## src/rtl/sram_fifo_ctrl_pkg.sv

```systemverilog
// Shared constants for the 128x16 dual-port SRAM and the FIFO controller built around it.
package sram_fifo_ctrl_pkg;
   localparam int SRAM_WIDTH = 16;
   localparam int SRAM_DEPTH = 128;
   localparam int SRAM_AW    = 7;
endpackage

```

## src/rtl/sram_fifo_ctrl_if.sv

```systemverilog
// Push/pop valid-ready handshake bundle for the SRAM-backed FIFO.
interface sram_fifo_ctrl_if
   import sram_fifo_ctrl_pkg::*;
#(
   parameter int WIDTH = SRAM_WIDTH
);
   logic             push_valid;
   logic [WIDTH-1:0] push_data;
   logic             push_ready;
   logic             pop_valid;
   logic [WIDTH-1:0] pop_data;
   logic             pop_ready;

   modport master (output push_valid, push_data, pop_ready,
                   input  push_ready, pop_valid, pop_data);
   modport slave  (input  push_valid, push_data, pop_ready,
                   output push_ready, pop_valid, pop_data);
endinterface

```

## src/rtl/sram_fifo_obuf.sv

```systemverilog
// Two-entry output buffer: absorbs SRAM read data so pop_data comes from a register.
module sram_fifo_obuf
   import sram_fifo_ctrl_pkg::*;
#(
   parameter int WIDTH = SRAM_WIDTH
) (
   input  logic             CLK,
   input  logic             RST,
   input  logic             cap_vld,
   input  logic [WIDTH-1:0] cap_data,
   input  logic             pop,
   output logic [WIDTH-1:0] head,
   output logic [1:0]       occ
);
   logic [WIDTH-1:0] tail_q;

   // pop is only ever asserted with occ != 0, and capture never lands on a full buffer
   always_ff @(posedge CLK or posedge RST) begin
      if (RST) begin
         occ  <= 2'd0;
         head <= '0;
      end else begin
         unique case ({cap_vld, pop})
            2'b10: begin
               if (occ == 2'd0) head <= cap_data;
               occ <= occ + 2'd1;
            end
            2'b01: begin
               head <= tail_q;
               occ  <= occ - 2'd1;
            end
            2'b11: head <= (occ == 2'd2) ? tail_q : cap_data;
            default: ;
         endcase
      end
   end

   always_ff @(posedge CLK) begin
      if ((cap_vld && !pop && occ != 2'd0) || (cap_vld && pop && occ == 2'd2))
         tail_q <= cap_data;
   end
endmodule

```

## src/rtl/sram_fifo_ctrl.sv

```systemverilog
// FIFO controller over an external dual-port SRAM: port 0 writes, port 1 reads with 1-cycle latency.
module sram_fifo_ctrl
   import sram_fifo_ctrl_pkg::*;
#(
   parameter int WIDTH = SRAM_WIDTH,
   parameter int DEPTH = SRAM_DEPTH,
   parameter int AW    = SRAM_AW
) (
   input  logic             CLK,
   input  logic             RST,
   sram_fifo_ctrl_if.slave  bus,
   output logic             CE0,
   output logic [AW-1:0]    A0,
   output logic [WIDTH-1:0] D0,
   output logic             WE0,
   output logic [WIDTH-1:0] WEM0,
   output logic             CE1,
   output logic [AW-1:0]    A1,
   output logic [WIDTH-1:0] D1,
   output logic             WE1,
   output logic [WIDTH-1:0] WEM1,
   input  logic [WIDTH-1:0] Q1,
   output logic [AW:0]      count
);
   localparam logic [AW:0] FULL = (AW+1)'(DEPTH);

   logic [AW-1:0]    wptr, rptr, a0_q;
   logic [WIDTH-1:0] d0_q, head;
   logic [AW:0]      sram_cnt;
   logic [1:0]       occ;
   logic [2:0]       rd_load;
   logic             inflight_p1, push_fire, pop_fire, rd_p0;

   function automatic logic [AW-1:0] ptr_next(input logic [AW-1:0] p);
      return (p == AW'(DEPTH - 1)) ? '0 : p + AW'(1);
   endfunction

   assign bus.push_ready = (count < FULL);
   assign push_fire      = bus.push_valid & bus.push_ready & ~RST;
   assign bus.pop_valid  = (occ != 2'd0);
   assign pop_fire       = bus.pop_valid & bus.pop_ready;
   assign bus.pop_data   = head;

   // buffer slots claimed next cycle: held + arriving - leaving
   assign rd_load = {1'b0, occ} + {2'b00, inflight_p1} - {2'b00, pop_fire};
   assign rd_p0   = (sram_cnt != '0) & (rd_load < 3'd2) & ~RST;

   assign CE0  = push_fire;
   assign WE0  = push_fire;
   assign WEM0 = {WIDTH{push_fire}};
   assign A0   = push_fire ? wptr : a0_q;
   assign D0   = push_fire ? bus.push_data : d0_q;

   assign CE1  = rd_p0;
   assign A1   = rptr;
   assign D1   = '0;
   assign WE1  = 1'b0;
   assign WEM1 = '0;

   // p0: read issue / write accept; p1: SRAM data returns on Q1
   always_ff @(posedge CLK or posedge RST) begin
      if (RST) begin
         wptr        <= '0;
         rptr        <= '0;
         a0_q        <= '0;
         d0_q        <= '0;
         sram_cnt    <= '0;
         count       <= '0;
         inflight_p1 <= 1'b0;
      end else begin
         inflight_p1 <= rd_p0;
         if (push_fire) begin
            wptr <= ptr_next(wptr);
            a0_q <= wptr;
            d0_q <= bus.push_data;
         end
         if (rd_p0) rptr <= ptr_next(rptr);
         sram_cnt <= sram_cnt + (AW+1)'(push_fire) - (AW+1)'(rd_p0);
         count    <= count + (AW+1)'(push_fire) - (AW+1)'(pop_fire);
      end
   end

   sram_fifo_obuf #(.WIDTH(WIDTH)) u_obuf (
      .CLK      (CLK),
      .RST      (RST),
      .cap_vld  (inflight_p1),
      .cap_data (Q1),
      .pop      (pop_fire),
      .head     (head),
      .occ      (occ)
   );

`ifndef SYNTHESIS
   always_ff @(posedge CLK) begin
      if (!RST) assert (!(CE0 && CE1 && (A0 == A1)))
         else $error("SRAM read and write to the same address in one cycle");
   end
`endif
endmodule

```

## src/flat_wrapper.sv

```systemverilog
// flat-port wrapper written by rule: the top's interface ports become plain ports
module sram_fifo_ctrl_flat import sram_fifo_ctrl_pkg::*;
#(
   parameter int WIDTH = SRAM_WIDTH,
   parameter int DEPTH = SRAM_DEPTH,
   parameter int AW    = SRAM_AW
)
  (CLK, RST, CE0, A0, D0, WE0, WEM0, CE1, A1, D1, WE1, WEM1, Q1, count, bus_push_valid, bus_push_data, bus_pop_ready, bus_push_ready, bus_pop_valid, bus_pop_data);
  sram_fifo_ctrl_if #(.WIDTH(WIDTH)) bus_i ();
  input  logic CLK;
  input  logic RST;
  output logic CE0;
  output logic [AW-1:0] A0;
  output logic [WIDTH-1:0] D0;
  output logic WE0;
  output logic [WIDTH-1:0] WEM0;
  output logic CE1;
  output logic [AW-1:0] A1;
  output logic [WIDTH-1:0] D1;
  output logic WE1;
  output logic [WIDTH-1:0] WEM1;
  input  logic [WIDTH-1:0] Q1;
  output logic [AW:0] count;
  input wire logic [$bits(bus_i.push_valid)-1:0] bus_push_valid;
  input wire logic [$bits(bus_i.push_data)-1:0] bus_push_data;
  input wire logic [$bits(bus_i.pop_ready)-1:0] bus_pop_ready;
  output wire logic [$bits(bus_i.push_ready)-1:0] bus_push_ready;
  output wire logic [$bits(bus_i.pop_valid)-1:0] bus_pop_valid;
  output wire logic [$bits(bus_i.pop_data)-1:0] bus_pop_data;
  assign bus_i.push_valid = bus_push_valid;
  assign bus_i.push_data = bus_push_data;
  assign bus_i.pop_ready = bus_pop_ready;
  assign bus_push_ready = bus_i.push_ready;
  assign bus_pop_valid = bus_i.pop_valid;
  assign bus_pop_data = bus_i.pop_data;
  sram_fifo_ctrl #(.WIDTH(WIDTH), .DEPTH(DEPTH), .AW(AW)) u_core (.CLK(CLK), .RST(RST), .bus(bus_i), .CE0(CE0), .A0(A0), .D0(D0), .WE0(WE0), .WEM0(WEM0), .CE1(CE1), .A1(A1), .D1(D1), .WE1(WE1), .WEM1(WEM1), .Q1(Q1), .count(count));
endmodule
```

## config.mk

```make
export PLATFORM = sky130hd
export DESIGN_NAME = sram_fifo_ctrl_flat
export DESIGN_NICKNAME = d
export VERILOG_FILES = /design/src/rtl/sram_fifo_ctrl_pkg.sv /design/src/rtl/sram_fifo_ctrl_if.sv /design/src/rtl/sram_fifo_obuf.sv /design/src/rtl/sram_fifo_ctrl.sv /design/src/flat_wrapper.sv
export SDC_FILE = /design/constraint.sdc
export NUM_CORES = 1
export LEC_CHECK = 0
export ABC_AREA = 1
export CAP_MARGIN = 20
export CORE_ASPECT_RATIO = 0.5
export CORE_MARGIN = 2
export CORE_UTILIZATION = 45
export DETAILED_ROUTE_END_ITERATION = 8
export PLACE_DENSITY_LB_ADDON = 0.05
export SLEW_MARGIN = 0
export SYNTH_ARGS = -nofsm -noshare
export SYNTH_HDL_FRONTEND = slang
export SYNTH_SLANG_ARGS = --single-unit
export TNS_END_PERCENT = 30
```

## constraint.sdc

```tcl
create_clock -name CLK -period 10.5 [get_ports CLK]
set_clock_uncertainty 0.2 [all_clocks]
set_input_delay 1.575 -clock CLK [delete_from_list [all_inputs] [get_ports CLK]]
set_output_delay 1.575 -clock CLK [all_outputs]
set_load 0.01 [all_outputs]
```

# Word-level counts from Yosys, hierarchy flattened
# Cells that the tools add are included.
# totals
inputBits,36
register_bits,88
wordCells,55
output_inout_bits,108
# op_classes
addsub,10
n_lt_le_gt_ge,2
muxes,8
reduce_logical,12
eq_ne,7
bitwise_logic,6
# op_table
operator,count
$mux W16,3
$pmux W16 S3,1
$mux W7,3
$add A8 B1 Y8,2
$sub A8 B1 Y8,2
$add A7 B1 Y7 const B,2
$eq A7 B7 Y1 const B,2
$lt A8 B8 Y1 const B,1
$reduce_bool A8 Y1,1
$eq A2 B2 Y1 const B,3
$and A1 B1 Y1,5
$logic_and A1 B1 Y1,4
$pmux W2 S2,1
$reduce_bool A2 Y1,2
$add A2 B1 Y3,1
$lt A3 B2 Y1 const B,1
$reduce_bool A3 Y1,1
$sub A3 B1 Y3,1
$add A2 B1 Y2 const B,1
$eq A2 B1 Y1 const B,1
$logic_not A2 Y1,1
$ne A2 B2 Y1 const B,1
$reduce_and A2 Y1,1
$sub A2 B1 Y2 const B,1
3 further kinds,3

# Longest topological paths before layout
# Gate-level depths: netlist of run 1.
# logic_depth
depth_word,7
mapped_depth,20

# Modules after synthesis
# From an unflattened synthesis of run 1, not the netlist that was laid out.
# unflattened
hier_cells,577
hier_area_um2,4845.9
# modules_own_cells
mod,n_inst,area_per_inst_um2,seq_area_each_um2,cells_each
sram_fifo_ctrl,1,3330.7,1351.3,419
sram_fifo_obuf,1,1515.2,930.9,158

# Worst setup path before layout of run 1
# No wires, ideal clock.
# synth_timing
path_type,input port to output port
startpoint,in RST
endpoint,out A0[0]
n_path_buf,1
slack_ns,4.457
required_ns,8.725
arrival_time_ns,4.268
path_stages,6
cell_sequence,inv_1 nand3_2 inv_2 buf_2 nand2_1 nand2_1
# synth_between
elab_chain_len,3
# synth_rtl
element,line,text
from (decl),flat_wrapper.sv:11,input logic RST;
$not A1 Y1,sram_fifo_ctrl.sv:39,assign push_fire = bus.push_valid & bus.push_ready & ~RST;
$and A1 B1 Y1,sram_fifo_ctrl.sv:39,
named net CE0,flat_wrapper.sv:12,output logic CE0;
$mux W7,sram_fifo_ctrl.sv:51,assign A0 = push_fire ? wptr : a0_q;
to (decl),flat_wrapper.sv:13,output logic [AW-1:0] A0;
# The timed path passes the listed nets, and every way through them passes these cells.

# Worst setup path after layout of run 1
# layout_timing
startpoint,in bus_pop_ready
endpoint,out CE1
# layout_between
elab_chain_len,5
# layout_rtl
element,line,text
from (decl),flat_wrapper.sv:26,input wire logic [$bits(bus_i.pop_ready)-1:0] bus_pop_ready;
$and A1 B1 Y1,sram_fifo_ctrl.sv:41,assign pop_fire = bus.pop_valid & bus.pop_ready;
$sub A3 B1 Y3,sram_fifo_ctrl.sv:45,"assign rd_load = {1'b0, occ} + {2'b00, inflight_p1} - {2'b00, pop_fire};"
$lt A3 B2 Y1,sram_fifo_ctrl.sv:46,assign rd_p0 = (sram_cnt != '0) & (rd_load < 3'd2) & ~RST;
$and A1 B1 Y1 (2 in series),sram_fifo_ctrl.sv:46,
to (decl),flat_wrapper.sv:17,output logic CE1;
# Every way passes these cells.

==> impl_metrics.ini, run 1 <==
[critical_path]
cp_max_fo = 12
r2r_end = u_core.sram_cnt[4]
ff2ff_setup_slack_ns = 6.76
end_kind = primary output
crit_slowest_cell = clkdlybuf4s50_1
path_class = input pin to primary output
start_kind = input pin
critPathBufInv = 6
rr_worst_depth = 18
critPathArrivalTime_ns = 4.41
cp.required_ns = 8.73
path_cells = clkdlybuf4s50_1 -> inv_1 -> nor2_8 -> inv_4 -> ha_1 -> inv_1 -> nand2_1 -> fa_1 -> inv_1 -> nor2_1 -> nand3_1 -> nor2_4 -> clkdlybuf4s50_1
critical_path.max_stage_delay_ns = 0.59
cp_common_cell = inv_1
critPathTopFamily = buffers and inverters
r2r-start = u_core.u_obuf.occ[1]

[timing]
fin_tns_setup_ns = 0
max_freq_mhz = 162
worstMarginPinSlew_ns = 0.906
drv_slew = 0
setup_viol = 0
rsz0062_at_grt = no
fin_crit_ns = 6.19
min_period_over_period_pct = 58.9
relSlewSlack_pct = 39.6
hold_viol_final = 0

[place]
hpwl_um = 6620
io_buffers = 110
place_inst = 788
gp_congestion = 0.823

[floorplanning]
ios = 144
std_cell_rows = 26
start_util_pct = 46.6
core_area_sq_um = 10300
die_w_um = 150
dieArea_sq_um = 11600
fp.dieH_um = 77.1

[power]
p_leak_nw = 3.08
peakVddDrop_uv = 186
power.density_nw_per_um2 = 313

[clocking]
cts_hold_buffers = 0
ctsResizeCount = 0
clk_path_buf_depth = 2
clk_latency_ns = 0.34
cts.sink_count = 88
clkTransAtPathRegs_ns = 0.06
cts_buffers = 9
cts_tree = built
cts-root-buf = clkbuf_16
ctsHtreeMaxLevel = 3
postCtsSetupBuffers = 0

[logic_synthesis]
synth_cell_type_count = 33
synth_area_leaders = dfrtp_1, nand2_1, edfxtp_1
synth_top_area_cell = dfrtp_1
synth-seq-cells = 88
synthArstFlopShare_pct = 81.8
syn_avg_cell_area_sq_um = 8.52
synth_top_area_share_pct = 37.5
synth_area_sq_um = 4810
ys_seq_area_share_pct = 47.5
synth_most_common_cell = nand2_1
synth-main-ff-cell = dfrtp_1
synth_cells = 564
ys_top_cells_by_count = nand2_1, inv_1, dfrtp_1
yosysWarnings = 0
synth-edff-count = 16

[min_path]
holdPathStages = 2
worstHoldStart = u_core.d0_q[5]
hold_class = flop to flop
min_to = u_core.d0_q[5]

[layout]
antenna_cells = 0
stdcell_count = 804
nets = 720
drive_above_1_share_pct = 6.17
area_growth_pct = 27.4

[drt]
viasPerCell = 4.38
routed_wl_um = 9330
drtIter0Drc = 140
ant_nets = 0
wl_per_cell_um = 11.6
first_pass_iters = 4
drc = 0
via_count = 3523

[global_route]
gr-total-overflow = 0
antenna_found_initial = 0
grt_max_degree = 73
grt_use_total_pct = 17.2
grt_pass1_wl_um = 15700
grt_pass1_vias = 3264

[outcome]
status = finished clean

[job]
max-cap-violations = 0
logic make-up after synthesis:
group / Yosys count / share of synthesized area (%)
simple gates: 266 / 23.1
buf+inv: 138 / 15.4
flops: 88 / 47.5
compound gates: 30 / 4.06
fa+ha+maj: 25 / 6.98
xor+xnor: 16 / 2.92
other cells: 1 / 0.0780
tightest hold or removal path, stage by stage (launching register included):
cell and delay (ns):
dfrtp_1 0.32, nand2_1 0.05, nand2_1 0.08
where the power goes:
| group | internal (mW) | switching [mW] | total [mW] |
|---|---|---|---|
| Clock | 0.235 | 0.138 | 0.374 |
| Combinational | 0.444 | 0.512 | 0.956 |
| Sequential | 0.498 | 0.0902 | 0.588 |
| Total | 1.18 | 0.740 | 1.92 |
sequential cells by signal, indices dropped and copies added (netlist names):
register	flops
u_core.a0_q	7
u_core.sram_cnt	8
u_core.A1	7
u_core.u_obuf.head	16
u_core.u_obuf.tail_q	16
u_core.d0_q	16
u_core.inflight_p1	1
u_core.count	8
u_core.wptr	7
u_core.u_obuf.occ	2
through the flow:
stage / hold slack (ns) / total power, mW / cell area (sq um) / setup WS (ns) / util (%)
3_3_place_gp: 0.260 / 1.55 / 5780 / 4.33 / 56.0
4_1_cts: 0.280 / 1.95 / 6130 / 4.29 / 59.4
5_1_grt: 0.293 / 2.10 / 6130 / 4.13 / 59.4
6_report: 0.277 / 1.92 / 6130 / 4.31 / 59.4
2_1_floorplan: 0.278 / 1.22 / 4930 / 4.46 / -
3_5_place_dp: 0.260 / 1.56 / 5780 / 4.29 / 56.0
metal layers:
layer / global-route usage (%) / routed length (um) / up-vias / part of all wire (%)
met1: 22.6 / 4350 / 1616 / 47
met4: 3.77 / 62 / 0 / 0.66
met3: 5.00 / 441 / 6 / 4.7
li1: - / - / 1834 / -
met5: 0 / 0 / - / 0
met2: 28.4 / 4470 / 67 / 48
cells in the final DEF, fill, tap and decap left out:
cell             instances
nand2_1                197
clkdlybuf4s50_1        110
inv_1                   72
dfrtp_1                 72
conb_1                  33
nor2_1                  32
nand3_1                 22
ha_1                    22
edfxtp_1                16
xor2_1                  12
o21ai_2                 10
clkbuf_16                9
o21ai_0                  7
a21oi_1                  6
inv_2                    4
xnor2_1                  4
nand4_1                  4
o21ai_1                  4
fa_1                     3
bufinv_16                3
inv_6                    3
nor2_4                   2
inv_4                    2
nand3b_1                 2
nor3_1                   2
buf_4                    2
nor2_8                   1
nand3_2                  1
o21bai_1                 1
a31oi_1                  1
nand2_4                  1
nand2_2                  1
nand2_8                  1
o221ai_1                 1
clkinv_4                 1
worst max path at each step:
stage / startpoint / endpoint / depth (start not counted)
finish: bus_pop_ready / CE1 / 13
global route: bus_pop_ready / CE1 / 13
CTS: bus_pop_ready / CE1 / 13
detailed placement: bus_pop_ready / CE1 / 13
global placement: bus_pop_ready / CE1 / 13
floorplan: RST / A0[0] / 6
final cells by class:
class	count	area [sq um]
clock buffer	9	225
clock inverter	7	125
fill	962	4190
inverter	78	298
multi-input combinational	370	1900
sequential	88	2280
tap	140	175
timing repair buffer	112	1120
Note: power is estimated with default switching activity, not from simulation.
==> run 2, diff against run 1 <==
- clock period: 10.5 -> 6.3 ns (I/O delays scaled with it)
==> run 2 against run 1 <==
Against the previous run: die area did not move; combinational power increased by 67%; count of clock-buffer cells in the layout unchanged; critical path type unchanged; critical endpoint unchanged; largest cell class unchanged; largest power group unchanged; highest routed layer unchanged.
==> impl_metrics.ini, run 2 (synthesized netlist as in run 1, its figures left out) <==
[timing]
max_freq_mhz = 202
fin_tns_setup_ns = 0
timing.hold.ws_ns = 0.272
worstMarginPinSlew_ns = 0.937
relSlewSlack_pct = 37.5
rsz0062_at_grt = no
drv_slew = 0
min_period_over_period_pct = 78.7
setup_viol = 0
hold_viol_final = 0
fin_crit_ns = 4.96

[floorplanning]
fp.dieH_um = 77.1
ios = 144
core_area_sq_um = 10300
die_w_um = 150
start_util_pct = 46.6
dieArea_sq_um = 11600
std_cell_rows = 26

[clocking]
cts.sink_count = 88
cts-root-buf = clkbuf_16
cts_buffers = 9
postCtsSetupBuffers = 0
clk_path_buf_depth = 2
cts_hold_buffers = 0
ctsResizeCount = 0
clkTransAtPathRegs_ns = 0.06
cts_tree = built
ctsHtreeMaxLevel = 3
clk_latency_ns = 0.33

[power]
power.density_nw_per_um2 = 508
power_mw = 3.08
p_leak_nw = 3.04
peakVddDrop_uv = 296

[job]
max-cap-violations = 0

[global_route]
antenna_found_initial = 0
grt_pass1_vias = 3374
grt_use_total_pct = 17.7
grt_max_degree = 73
gr-total-overflow = 0
grt_pass1_wl_um = 16200

[layout]
most-common-layout-cells = nand2_1, clkdlybuf4s50_1, inv_1, dfrtp_1, conb_1
nets = 720
antenna_cells = 0
final_util_pct = 58.7
layout_commonest_cell = nand2_1
drive_above_1_share_pct = 6.17
reg_top3 = u_core.d0_q (16), u_core.u_obuf.head (16), u_core.u_obuf.tail_q (16)
area_growth_pct = 26.0
postLayoutCellArea_sq_um = 6060

[place]
io_buffers = 110
gp_congestion = 0.834
hpwl_um = 6690
place_area_sq_um = 5780

[critical_path]
path_cells = clkdlybuf4s50_1 -> inv_1 -> nor2_8 -> inv_4 -> ha_1 -> inv_1 -> nand2_1 -> fa_1 -> inv_1 -> nor2_1 -> nand3_1 -> nor2_4 -> clkdlybuf4s50_1
critPathTopFamily = buffers and inverters
path_class = input pin to primary output
critical_path.max_stage_delay_ns = 0.60
cp_max_fo = 12
start_kind = input pin
cp_common_cell = inv_1
cp.required_ns = 5.15
crit_slowest_cell = clkdlybuf4s50_1
critPathArrivalTime_ns = 3.81
end_kind = primary output
critPathBufInv = 6

[drt]
wl_per_cell_um = 11.8
highest_layer = met4
ant_nets = 0
via_count = 3562
viasPerCell = 4.43
drc = 0
met1_length_um = 4400
drtIter0Drc = 143
first_pass_iters = 4
routed_wl_um = 9490
wl_met2_um = 4600
met3_length_um = 413

[min_path]
hold_class = flop to flop

[outcome]
status = finished clean
run 2: final timing paths:
kind                                       from                 end  slack, ns  cells after the start
max                               bus_pop_ready                 CE1       1.34                     13
min                              u_core.d0_q[1]      u_core.d0_q[1]       0.27                      2
max reg2reg                u_core.u_obuf.occ[1]  u_core.sram_cnt[4]       2.55                     18
min reg2reg                      u_core.d0_q[1]      u_core.d0_q[1]       0.27                      2
max in group asynchronous                   RST     u_core.d0_q[12]       4.19                      3
min in group asynchronous                   RST      u_core.wptr[0]       1.13                      3
run 2: layer usage:
layer / vias up / global-route usage [%]
li1: 1835 / -
met1: 1641 / 22.7
met2: 81 / 29.9
met3: 5 / 4.52
met4: 0 / 4.81
met5: - / 0
run 2: cell type report:
type	count	area [sq um]
Sequential cell	88	2280
Inverter	78	298
Timing Repair Buffer	112	1120
Fill cell	940	4260
Multi-Input combinational cell	370	1900
Clock inverter	7	55.1
Clock buffer	9	225
Tap cell	140	175
run 2: metrics by stage:
stage | instances | setup WS [ns]
2_1_floorplan | 596 | 1.52
3_3_place_gp | 788 | 1.39
3_5_place_dp | 788 | 1.34
4_1_cts | 804 | 1.34
5_1_grt | 804 | 1.17
6_report | 804 | 1.34
run 2: power breakdown:
group | switching (mW) | internal, mW | leakage, nW
clock network | 0.224 | 0.270 | 0.132
logic | 0.861 | 0.742 | 1.88
registers | 0.151 | 0.830 | 1.02
total | 1.24 | 1.84 | 3.04
run 2: worst min-delay path, stage by stage, from the launching register on:
cell	delay, ns
dfrtp_1	0.32
nand2_1	0.05
nand2_1	0.07
